<file path="src/rtl/instr_encoder_loader.sv">
// Packs decoded instruction fields into 16-bit words, buffers them through an
// encode stage and a FIFO, and streams them sequentially into instruction memory.
module instr_encoder_loader #(
    parameter int DEPTH     = 4,
    parameter int ADDR_W    = 10,
    parameter int BASE_ADDR = 0
) (
    input  logic              clk,
    input  logic              reset,
    input  logic              prog_start,
    input  logic              in_valid,
    output logic              in_ready,
    input  logic [7:0]        opcode,
    input  logic [3:0]        rdst,
    input  logic [3:0]        rsrc,
    input  logic [7:0]        immediate,
    input  logic [3:0]        flag_type,
    output logic              mem_we,
    output logic [ADDR_W-1:0] mem_addr,
    output logic [15:0]       mem_wdata,
    input  logic              mem_ready,
    output logic              enc_err,
    output logic [ADDR_W:0]   word_count
);
    localparam int PW = $clog2(DEPTH);
    localparam int CW = PW + 1;
    localparam logic [ADDR_W-1:0] BASE = ADDR_W'(BASE_ADDR);

    typedef enum logic {IDLE, WRITE} state_t;

    state_t            state_q, state_d;
    logic [15:0]       fifo_q [DEPTH];
    logic [15:0]       fifo_d [DEPTH];
    logic [PW-1:0]     wr_ptr_q, wr_ptr_d, rd_ptr_q, rd_ptr_d;
    logic [CW-1:0]     count_q, count_d;
    logic              s1_valid_q, s1_valid_d;
    logic [15:0]       s1_word_q, s1_word_d;
    logic              enc_err_q, enc_err_d;
    logic [ADDR_W-1:0] addr_q, addr_d;
    logic [ADDR_W:0]   wc_q, wc_d;

    logic        enc_legal, accept, full, push, pop;
    logic [15:0] enc_word;

    always_comb begin
        enc_legal = 1'b0;
        enc_word  = {opcode, rdst, rsrc};
        unique case (flag_type)
            4'b0010: begin
                enc_legal = (opcode == 8'h05);
                enc_word  = {4'b0101, rdst, immediate};
            end
            4'b0001: begin
                case (opcode)
                    8'h01, 8'h02, 8'h03, 8'h04, 8'h05, 8'h06, 8'h07,
                    8'h08, 8'h09, 8'h0B, 8'h0C, 8'h0F, 8'h84: enc_legal = 1'b1;
                    default: enc_legal = 1'b0;
                endcase
            end
            4'b0100: enc_legal = (opcode == 8'h85);
            4'b0101: enc_legal = (opcode == 8'h87);
            4'b0000: begin
                enc_legal = (opcode == 8'h00);
                enc_word  = 16'h0000;
            end
            default: enc_legal = 1'b0;
        endcase
    end

    // S1 counts as one extra slot: a word may sit in S1 while the FIFO is full,
    // so the block absorbs DEPTH+1 words before stalling.
    assign full      = (count_q == CW'(DEPTH));
    assign in_ready  = !reset && !prog_start && !(full && s1_valid_q);
    assign accept    = in_valid && in_ready;
    assign mem_we    = (state_q == WRITE) && !reset && !prog_start;
    assign pop       = mem_we && mem_ready;
    assign push      = s1_valid_q && (!full || pop);
    assign mem_addr  = addr_q;
    assign mem_wdata = (state_q == WRITE) ? fifo_q[rd_ptr_q] : 16'h0000;
    assign enc_err   = enc_err_q;
    assign word_count = wc_q;

    always_comb begin
        fifo_d     = fifo_q;
        wr_ptr_d   = wr_ptr_q;
        rd_ptr_d   = rd_ptr_q;
        s1_valid_d = s1_valid_q;
        s1_word_d  = s1_word_q;
        addr_d     = addr_q;
        wc_d       = wc_q;
        enc_err_d  = accept && !enc_legal;

        if (push) begin
            fifo_d[wr_ptr_q] = s1_word_q;
            wr_ptr_d         = wr_ptr_q + 1'b1;
        end
        if (pop) begin
            rd_ptr_d = rd_ptr_q + 1'b1;
            addr_d   = addr_q + 1'b1;
            if (wc_q != '1) wc_d = wc_q + 1'b1;
        end
        count_d = count_q + CW'(push) - CW'(pop);

        if (accept) begin
            s1_valid_d = enc_legal;
            s1_word_d  = enc_word;
        end else if (push) begin
            s1_valid_d = 1'b0;
        end

        // Going to WRITE on the push edge gives the 2-cycle accept-to-write latency.
        state_d = (count_d != '0) ? WRITE : IDLE;

        if (prog_start) begin
            wr_ptr_d   = '0;
            rd_ptr_d   = '0;
            count_d    = '0;
            s1_valid_d = 1'b0;
            addr_d     = BASE;
            wc_d       = '0;
            enc_err_d  = 1'b0;
            state_d    = IDLE;
        end
    end

    always_ff @(posedge clk) begin
        fifo_q <= fifo_d;
        if (reset) begin
            state_q    <= IDLE;
            wr_ptr_q   <= '0;
            rd_ptr_q   <= '0;
            count_q    <= '0;
            s1_valid_q <= 1'b0;
            s1_word_q  <= '0;
            enc_err_q  <= 1'b0;
            addr_q     <= BASE;
            wc_q       <= '0;
        end else begin
            state_q    <= state_d;
            wr_ptr_q   <= wr_ptr_d;
            rd_ptr_q   <= rd_ptr_d;
            count_q    <= count_d;
            s1_valid_q <= s1_valid_d;
            s1_word_q  <= s1_word_d;
            enc_err_q  <= enc_err_d;
            addr_q     <= addr_d;
            wc_q       <= wc_d;
        end
    end
endmodule

</file>
<file path="config.mk">
export PLATFORM = sky130hd
export DESIGN_NAME = instr_encoder_loader
export DESIGN_NICKNAME = d
export VERILOG_FILES = /design/src/rtl/instr_encoder_loader.sv
export SDC_FILE = /design/constraint.sdc
export NUM_CORES = 1
export LEC_CHECK = 0
export ABC_AREA = 0
export BUFFER_PORTS_ARGS = -buffer_cell sky130_fd_sc_hd__buf_4
export CORE_MARGIN = 2
export CORE_UTILIZATION = 45
export DETAILED_ROUTE_END_ITERATION = 10
export PLACE_DENSITY = 0.73
export SETUP_SLACK_MARGIN = 0.1
export SLEW_MARGIN = 20
export SYNTH_ARGS = -nofsm -noshare
export SYNTH_HDL_FRONTEND = slang
export SYNTH_SLANG_ARGS = --single-unit
</file>
<file path="constraint.sdc">
create_clock -name clk -period 3.6 [get_ports clk]
set_input_delay 0.72 -clock clk [delete_from_list [all_inputs] [get_ports clk]]
set_output_delay 0.72 -clock clk [all_outputs]
set_load 0.005 [all_outputs]
</file>
==> flow_metrics.tcl, run 1 <==
set metrics [dict create \
    ys_ff_latch 111 \
    startpoint "reset" \
    final_cells 575 \
    reg2reg_from "state_q" \
    pwr-share-comb_pct 3.8 \
    met2WireLength_um 4440 \
    dp_cells 559 \
    worst-path-max-fanout 19 \
    status "completed" \
    ys_types 40 \
    die_x_um 106 \
    period_share_pct 80.0 \
    grt_max_degree 32 \
    cpPeakStageDelay_ps 370 \
    ios 73 \
    peakVddDrop_mv 0.225 \
    final_cell_area_um2 5510 \
    crit_slowest_cell "fa_1" \
    wl_met3_um 617 \
    insertedDiodeCount 0 \
    drv_slew 0 \
    clkPwrFrac_pct 34.5 \
    critPathLaunchType "input port" \
    yosysWarnings 0 \
    grt_overflow_total 0 \
    dp_worst_setup_slack_ps 363 \
    r2r_slack_ps 800 \
    hold_viol_final 0 \
    fin_ws_ps 720 \
    hp-class "reg -> reg" \
    drt-initial-drc-count 221 \
    syn-num-nets 409 \
    max_slew_margin_pct 36.7 \
    critPathCapture "state_q" \
    routabilityCongestion 0.782 \
    critical_path_class "in -> reg" \
    clock_sink_count 111 \
    cts_setup_buffers 0 \
    postRouteAntennaNets 0 \
    nets 476 \
    top_layer "met4" \
    rsz0062_at_grt "false" \
    post-dp-hpwl_um 6320 \
    wl_per_cell_um 15.8 \
    worst_slew_pin_slew_ps 940 \
    synth_area_per_cell_um2 12.7 \
    wl_met1_um 3970 \
    worst_ep_required_time_ps 3800 \
    rr_worst_depth 13 \
    power.leakage_uw 0.00198 \
    io_buffers 72 \
    skew_ps 21.0 \
    wl_um 9080 \
    cts_tree "done" \
    cp.arrival_ps 3080 \
    numCtsBuffers 9 \
    start_util_pct 45.8 \
    mappedNetlistArea_um2 4670 \
    core_um2 10200 \
    cts_hold_buf 0 \
    power_density_nw_per_um2 400 \
    cts_htree_levels 3 \
    setup_violations 0 \
    syn_to_final_growth_pct 18.1 \
    synth_cells 367 \
    cts_buffer_depth 2 \
    period_needed_ps 2880 \
    drive_gt1_share_pct 25.5 \
    die_y_um 106 \
    max_freq_ghz 0.347 \
    r2r-end "state_q" \
    grt.total_usage_pct 16.9 \
    cts_resized 0 \
    grt_pass1_wl_um 14900 \
    sw_frac_of_total_pct 21.9 \
    synth-seq-area-share_pct 61.3 \
    path_clk_slew_ps 100 \
    dpl_cell_area_um2 5300 \
    drt_first_pass_iters 4 \
    clock_latency_ps 360 \
    tns_ps 0 \
    endpoint_kind "flip-flop" \
    p_int_uw 1720 \
    vias 3077 \
    drc_errors 0 \
    antenna_found_initial 0 \
    cts-root-buf "clkbuf_8" \
    p_seq_share_pct 61.7 \
    fill_cells 862 \
    num_rows 37 \
    grt_pass1_vias 2992 \
    drv_cap 0 \
    crit_chain "buf_4 > and4bb_2 > nand3b_1 > and2_1 > inv_1 > ha_1 > inv_1 > ha_1 > fa_1 > xor2_1 > xnor2_1 > nor3_1 > nor2_1" \
    power_switching_uw 482 \
    dieArea_um2 11200 \
    worst_hold_slack_ps 496 \
    vias_per_cell 5.35 \
]
-- stage by stage --
stage	utilization [%]	total power (uW)
after global routing	54.1	2290
final	54.1	2200
after global placement	52.1	1470
after CTS	54.1	2220
after floorplan	-	1420
after detailed placement	52.1	1470
-- cells in the mapped netlist (all sizes together) --
cell type / count / area, um^2
mux4: 16 / 360
and2: 22 / 138
and3: 7 / 43.8
or4b: 1 / 10.0
o31ai: 1 / 7.51
ha: 8 / 100
and4: 1 / 8.76
o211a: 1 / 10.0
dfxtp: 47 / 941
nand3b: 1 / 7.51
nand3: 27 / 135
o2bb2ai: 1 / 8.76
a21oi: 6 / 30.0
a2111oi: 1 / 8.76
nand2: 30 / 113
buf: 10 / 71.3
xor2: 10 / 87.6
nand4: 5 / 31.3
nor2: 36 / 135
nand4b: 1 / 8.76
o21ai: 6 / 30.0
or2: 1 / 6.26
a31oi: 2 / 27.5
o41ai: 1 / 16.3
inv: 8 / 30.0
clkbuf: 11 / 41.3
and4bb: 1 / 12.5
fa: 1 / 20.0
edfxtp: 64 / 1920
xnor2: 8 / 70.1
mux2i: 1 / 10.0
o211ai: 3 / 22.5
nor4: 5 / 31.3
nor3: 5 / 25.0
a311oi: 14 / 123
or3: 4 / 25.0
-- layer usage --
| metal | track usage (%) | up-vias |
|---|---|---|
| met3 | 3.03 | 5 |
| met5 | 0 | - |
| met1 | 23.7 | 1469 |
| met2 | 27.6 | 110 |
| met4 | 3.95 | 0 |
| li1 | - | 1493 |
-- cell usage in the layout (no fill, tap or decap), drive strengths merged, types with 2 or more instances in the layout --
master and count:
buf 77, edfxtp 64, dfxtp 47, nor2 36, nand2 30, nand3 27
and2 22, mux4 16, a311oi 14, inv 12, xor2 10, clkbuf 9
xnor2 8, ha 8, and3 7, o21ai 6, a21oi 6, nand4 5
nor4 5, nor3 5, or3 4, o211ai 3, a31oi 2, clkinv 2
-- layout make-up --
cell class	instances	area [um^2]	share of cell area (%)
Clock inverter	7	86.3	1.57
Tap cell	136	170	3.09
Multi-Input combinational cell	227	1660	30.2
Inverter	8	30.0	0.545
Timing Repair Buffer	77	578	10.5
Clock buffer	9	124	2.25
Sequential cell	111	2860	51.9
-- state kept, by name (all words and copies together) (netlist names) --
register	cells
s1_word_q	16
word_count	11
fifo_q	64
rd_ptr_q	2
wr_ptr_q	2
enc_err	1
count_q	3
s1_valid_q	1
mem_addr	10
state_q	1
-- power groups by stage --
stage	clock network (uW)	logic, uW	registers (uW)
2_1_floorplan	0	42.0	1380
3_3_place_gp	0	81.8	1390
3_5_place_dp	0	83.2	1390
4_1_cts	780	83.6	1360
5_1_grt	835	92.6	1360
6_report	761	83.6	1360
-- cells by family after synthesis --
| logic type | share of synthesized area, % |
|---|---|
| flops | 61.3 |
| xor+xnor | 3.38 |
| compound gates | 6.08 |
| fa+ha+maj | 2.57 |
| simple gates | 15.7 |
| buf+inv | 3.06 |
| mux | 7.93 |
-- worst max-delay path, delay by kind of cell --
kind                       cells  cell delay [ps]
xor gates and xnor gates       2              310
buffers and inverters          3              290
and+or+nand+nor                5              960
adders and majority gates      3              810
-- worst min path at each step --
stage | startpoint | to | cells after the start
CTS | mem_addr[1] | mem_addr[1] | 2
detailed placement | mem_addr[1] | mem_addr[1] | 2
global placement | mem_addr[1] | mem_addr[1] | 2
finish | mem_addr[1] | mem_addr[1] | 2
floorplan | s1_word_q[13] | s1_word_q[13] | 2
global route | s1_word_q[6] | fifo_q[54] | 0
Note: power is estimated with default switching activity, not from simulation.
==> run 2, diff against run 1 <==
- clock period: 3.6 -> 2.78 ns (I/O delays scaled with it)
==> run 2 against run 1 <==
Cell count rose by 1.7%. Worst setup slack worse by 380 ps. Sequential share of layout area down 1.3 points. Clock-buffer cell count up 3. Routed wire length up 1.8%. Clock skew down 10 ps. First-iteration DRC count shrank 35%. Critical path type is now reg -> out.
==> flow_metrics.tcl, run 2 (synthesis results as in run 1) <==
set metrics [dict create \
    status "completed" \
    worst_hold_slack_ps 452 \
    cts_htree_levels 3 \
    syn_to_final_growth_pct 21.2 \
    drt_first_pass_iters 4 \
    grt_max_degree 32 \
    routabilityCongestion 0.818 \
    grt_pass1_wl_um 15200 \
    period_needed_ps 2440 \
    tns_ps 0 \
    vias_per_cell 5.25 \
    ios 73 \
    worst-path-max-fanout 18 \
    cts_setup_buffers 0 \
    worst_slew_pin_slew_ps 908 \
    cts_tree "done" \
    wl_per_cell_um 15.8 \
    max_freq_ghz 0.410 \
    power.leakage_uw 0.00203 \
    dp_cells 569 \
    grt_pass1_vias 3075 \
    peakVddDrop_mv 0.263 \
    final_util_pct 55.6 \
    core_um2 10200 \
    wl_um 9240 \
    power_density_nw_per_um2 499 \
    endpoint_kind "primary output" \
    cts-root-buf "clkbuf_8" \
    vias 3074 \
    postRouteAntennaNets 0 \
    cp.arrival_ps 1880 \
    period_share_pct 87.7 \
    final_cells 585 \
    post-dp-hpwl_um 6710 \
    hold_viol_final 0 \
    drc_errors 0 \
    start_util_pct 45.8 \
    fill_cells 885 \
    setup_violations 0 \
    die_y_um 106 \
    die_x_um 106 \
    skew_ps 11.0 \
    critPathLaunchType "flip-flop" \
    cts_resized 0 \
    io_buffers 72 \
    final_cell_area_um2 5660 \
    cts_hold_buf 0 \
    drv_slew 0 \
    multi_input_area_um2 1690 \
    antenna_found_initial 0 \
    ff_latch_area_um2 2860 \
    largest_reg_flops 64 \
    drv_cap 0 \
    top_register "fifo_q" \
    grt.total_usage_pct 17.4 \
    insertedDiodeCount 0 \
    numCtsBuffers 9 \
    path_clk_slew_ps 100 \
    num_rows 37 \
    final_common_cell "buf_4" \
    rsz0062_at_grt "false" \
    grt_overflow_total 0 \
    critical_path_class "reg -> out" \
    cts_buffer_depth 2 \
    max_slew_margin_pct 38.8 \
    dieArea_um2 11200 \
    nets 486 \
    layout_common_cells "buf_4, edfxtp_1, dfxtp_1" \
    hp-class "in -> reg" \
    worst_ep_required_time_ps 2220 \
    drive_gt1_share_pct 28.3 \
    clock_sink_count 111 \
    drt-initial-drc-count 144 \
    dpl_cell_area_um2 5460 \
    clock_latency_ps 370 \
]
[run 2: worst paths after layout]
path | start | end | slack [ps] | depth (start not counted)
max | rd_ptr_q[0] | mem_wdata[13] | 340 | 4
min | rsrc[1] | s1_word_q[1] | 450 | 3
max reg2reg | state_q | state_q | 380 | 12
min reg2reg | mem_addr[1] | mem_addr[1] | 510 | 2
[run 2: stage by stage]
stage | total power (uW) | setup WS, ps
floorplan | 1840 | 53.9
global placement | 1900 | 81.8
detailed placement | 1910 | -40.9
CTS | 2850 | 286
global route | 2930 | 214
finish | 2820 | 343
[run 2: final cells by class]
cell class	instances	area share, %
timing repair buffer	87	12.4
clock inverter	4	0.597
multi-input combinational	227	29.9
clock buffer	12	2.94
tap	136	3.01
inverter	8	0.531
sequential	111	50.6
[run 2: where the power goes]
part	internal, uW	switching, uW	leakage (uW)
clock network	416	535	0.000104
logic	53.7	57.8	0.000963
registers	1740	17.4	0.000965
[run 2: worst max-delay path, stage by stage (launching register included)]
cell	delay (ps)
dfxtp_1	320
buf_4	320
mux4_2	580
and2_1	170
buf_4	130
[run 2: layer usage]
layer  up-vias  GRT usage [%]  wire (um)
met2        59           28.0       4440
met5         -              0          0
met3         8           3.96        346
li1       1504              -          -
met1      1503           23.7       4340
met4         0           4.98        111
==> run 3, diff against run 2 <==
- CORE_MARGIN: 2 -> 3
- CORE_UTILIZATION: 45 -> 56
- PLACE_DENSITY: 0.73 -> 0.86
==> run 3 against run 2 <==
Sequential power barely moved. Largest power group unchanged. Power fell by 2.0%. Clock-buffer cell count fell by 2. Critical path depth did not move. Via count rose by 3.2%. Critical endpoint is now mem_wdata[15]. Die area fell by 16%. Utilization rose by 14 points. Hold slack improved by 5.9 ps. Global-route usage rose by 2.7 points. Worst setup slack got worse by 4.6 ps. Cell count fell by 5.6%.
==> flow_metrics.tcl, run 3 (synthesis results as in run 1) <==
set metrics [dict create \
    status "completed" \
    wl_um 9480 \
    p_seq_share_pct 63.7 \
    nets 486 \
    clock_sink_count 111 \
    worst_ep_required_time_ps 2220 \
    clkPwrFrac_pct 32.3 \
    wl_per_cell_um 17.2 \
    power_density_nw_per_um2 498 \
    grt_overflow_total 0 \
    cts_buffer_depth 2 \
    numCtsBuffers 9 \
    pwr-share-comb_pct 4.0 \
    cp.arrival_ps 1890 \
    dp_worst_setup_slack_ps -2.71 \
    power.leakage_uw 0.00200 \
    ios 73 \
    hp-class "in -> reg" \
    cts-root-buf "clkbuf_8" \
    skew_ps 6.71 \
    dieArea_um2 9470 \
    cts_htree_levels 3 \
    grt_max_degree 32 \
    max_freq_ghz 0.410 \
    drt_first_pass_iters 4 \
    vias_per_cell 5.74 \
    worst-path-max-fanout 18 \
    die_y_um 97.3 \
    rsz0062_at_grt "false" \
    die_x_um 97.3 \
    cts_hold_buf 0 \
    cts_tree "done" \
    start_util_pct 58.9 \
    critPathLaunchType "flip-flop" \
    peakVddDrop_mv 0.271 \
    largest_reg_flops 64 \
    worst_slew_pin_slew_ps 1010 \
    dpl_cell_area_um2 5370 \
    grt_pass1_wl_um 15200 \
    final_cell_area_um2 5550 \
    postRouteAntennaNets 0 \
    sw_frac_of_total_pct 22.7 \
    period_needed_ps 2440 \
    final_common_cell "buf_4" \
    grt.total_usage_pct 20.1 \
    p_int_uw 2140 \
    drc_errors 0 \
    io_buffers 72 \
    cts_setup_buffers 0 \
    drive_gt1_share_pct 28.3 \
    dp_cells 535 \
    drv_cap 0 \
    endpoint_kind "primary output" \
    final_util_pct 70.0 \
    clock_latency_ps 370 \
    cts_resized 0 \
    power_switching_uw 627 \
    final_cells 552 \
    top_register "fifo_q" \
    drt-initial-drc-count 174 \
    post-dp-hpwl_um 6630 \
    fill_cells 543 \
    grt_pass1_vias 3038 \
    layout_common_cells "buf_4, edfxtp_1, dfxtp_1" \
    routabilityCongestion 0.850 \
    max_slew_margin_pct 32.2 \
    core_um2 7930 \
    fin_ws_ps 339 \
    period_share_pct 87.8 \
    syn_to_final_growth_pct 18.9 \
    drv_slew 0 \
    num_rows 32 \
    vias 3171 \
    r2r_slack_ps 380 \
    critical_path_class "reg -> out" \
    setup_violations 0 \
    tns_ps 0 \
    hold_viol_final 0 \
    antenna_found_initial 0 \
    path_clk_slew_ps 100 \
]
-- run 3: metal layers --
layer	vias to the layer above	part of all wire, %	GRT usage, %
met5	-	0	0
li1	1515	-	-
met1	1516	43	27.4
met4	0	1.9	8.09
met3	17	6.8	3.16
met2	123	48	32.4
-- run 3: area by class of cell --
type	count	area (um^2)	share of cell area, %
Tap cell	102	128	2.30
Clock buffer	10	128	2.30
Clock inverter	6	53.8	0.969
Timing Repair Buffer	87	653	11.8
Multi-Input combinational cell	227	1690	30.5
Sequential cell	111	2860	51.6
Antenna cell	1	2.50	0.0451
Inverter	8	30.0	0.541
-- run 3: path summary, 6_finish.rpt --
| kind | startpoint | endpoint | cells after the start |
|---|---|---|---|
| max | rd_ptr_q[0] | mem_wdata[15] | 4 |
| min | rsrc[2] | s1_word_q[2] | 3 |
| max reg2reg | state_q | state_q | 12 |
| min reg2reg | mem_addr[1] | mem_addr[1] | 2 |
-- run 3: per-stage QoR --
| step | hold slack, ps | total power [uW] |
|---|---|---|
| final | 458 | 2770 |
| after global routing | 467 | 2850 |
| after CTS | 450 | 2780 |
| after detailed placement | 499 | 1910 |
| after global placement | 480 | 1900 |
| after floorplan | 459 | 1840 |
-- run 3: power groups by stage --
| stage | clock network, uW | registers (uW) | logic, uW |
|---|---|---|---|
| 6_report | 893 | 1760 | 111 |
| 5_1_grt | 966 | 1760 | 121 |
| 4_1_cts | 906 | 1760 | 111 |
| 3_5_place_dp | 0 | 1800 | 110 |
| 3_3_place_gp | 0 | 1800 | 107 |
| 2_1_floorplan | 0 | 1790 | 55.0 |
-- run 3: worst max-delay path, cell delays in order, from the launching register on --
cell and delay (ps):
dfxtp_1 330, buf_4 310, mux4_2 570, and2_1 170, buf_4 130
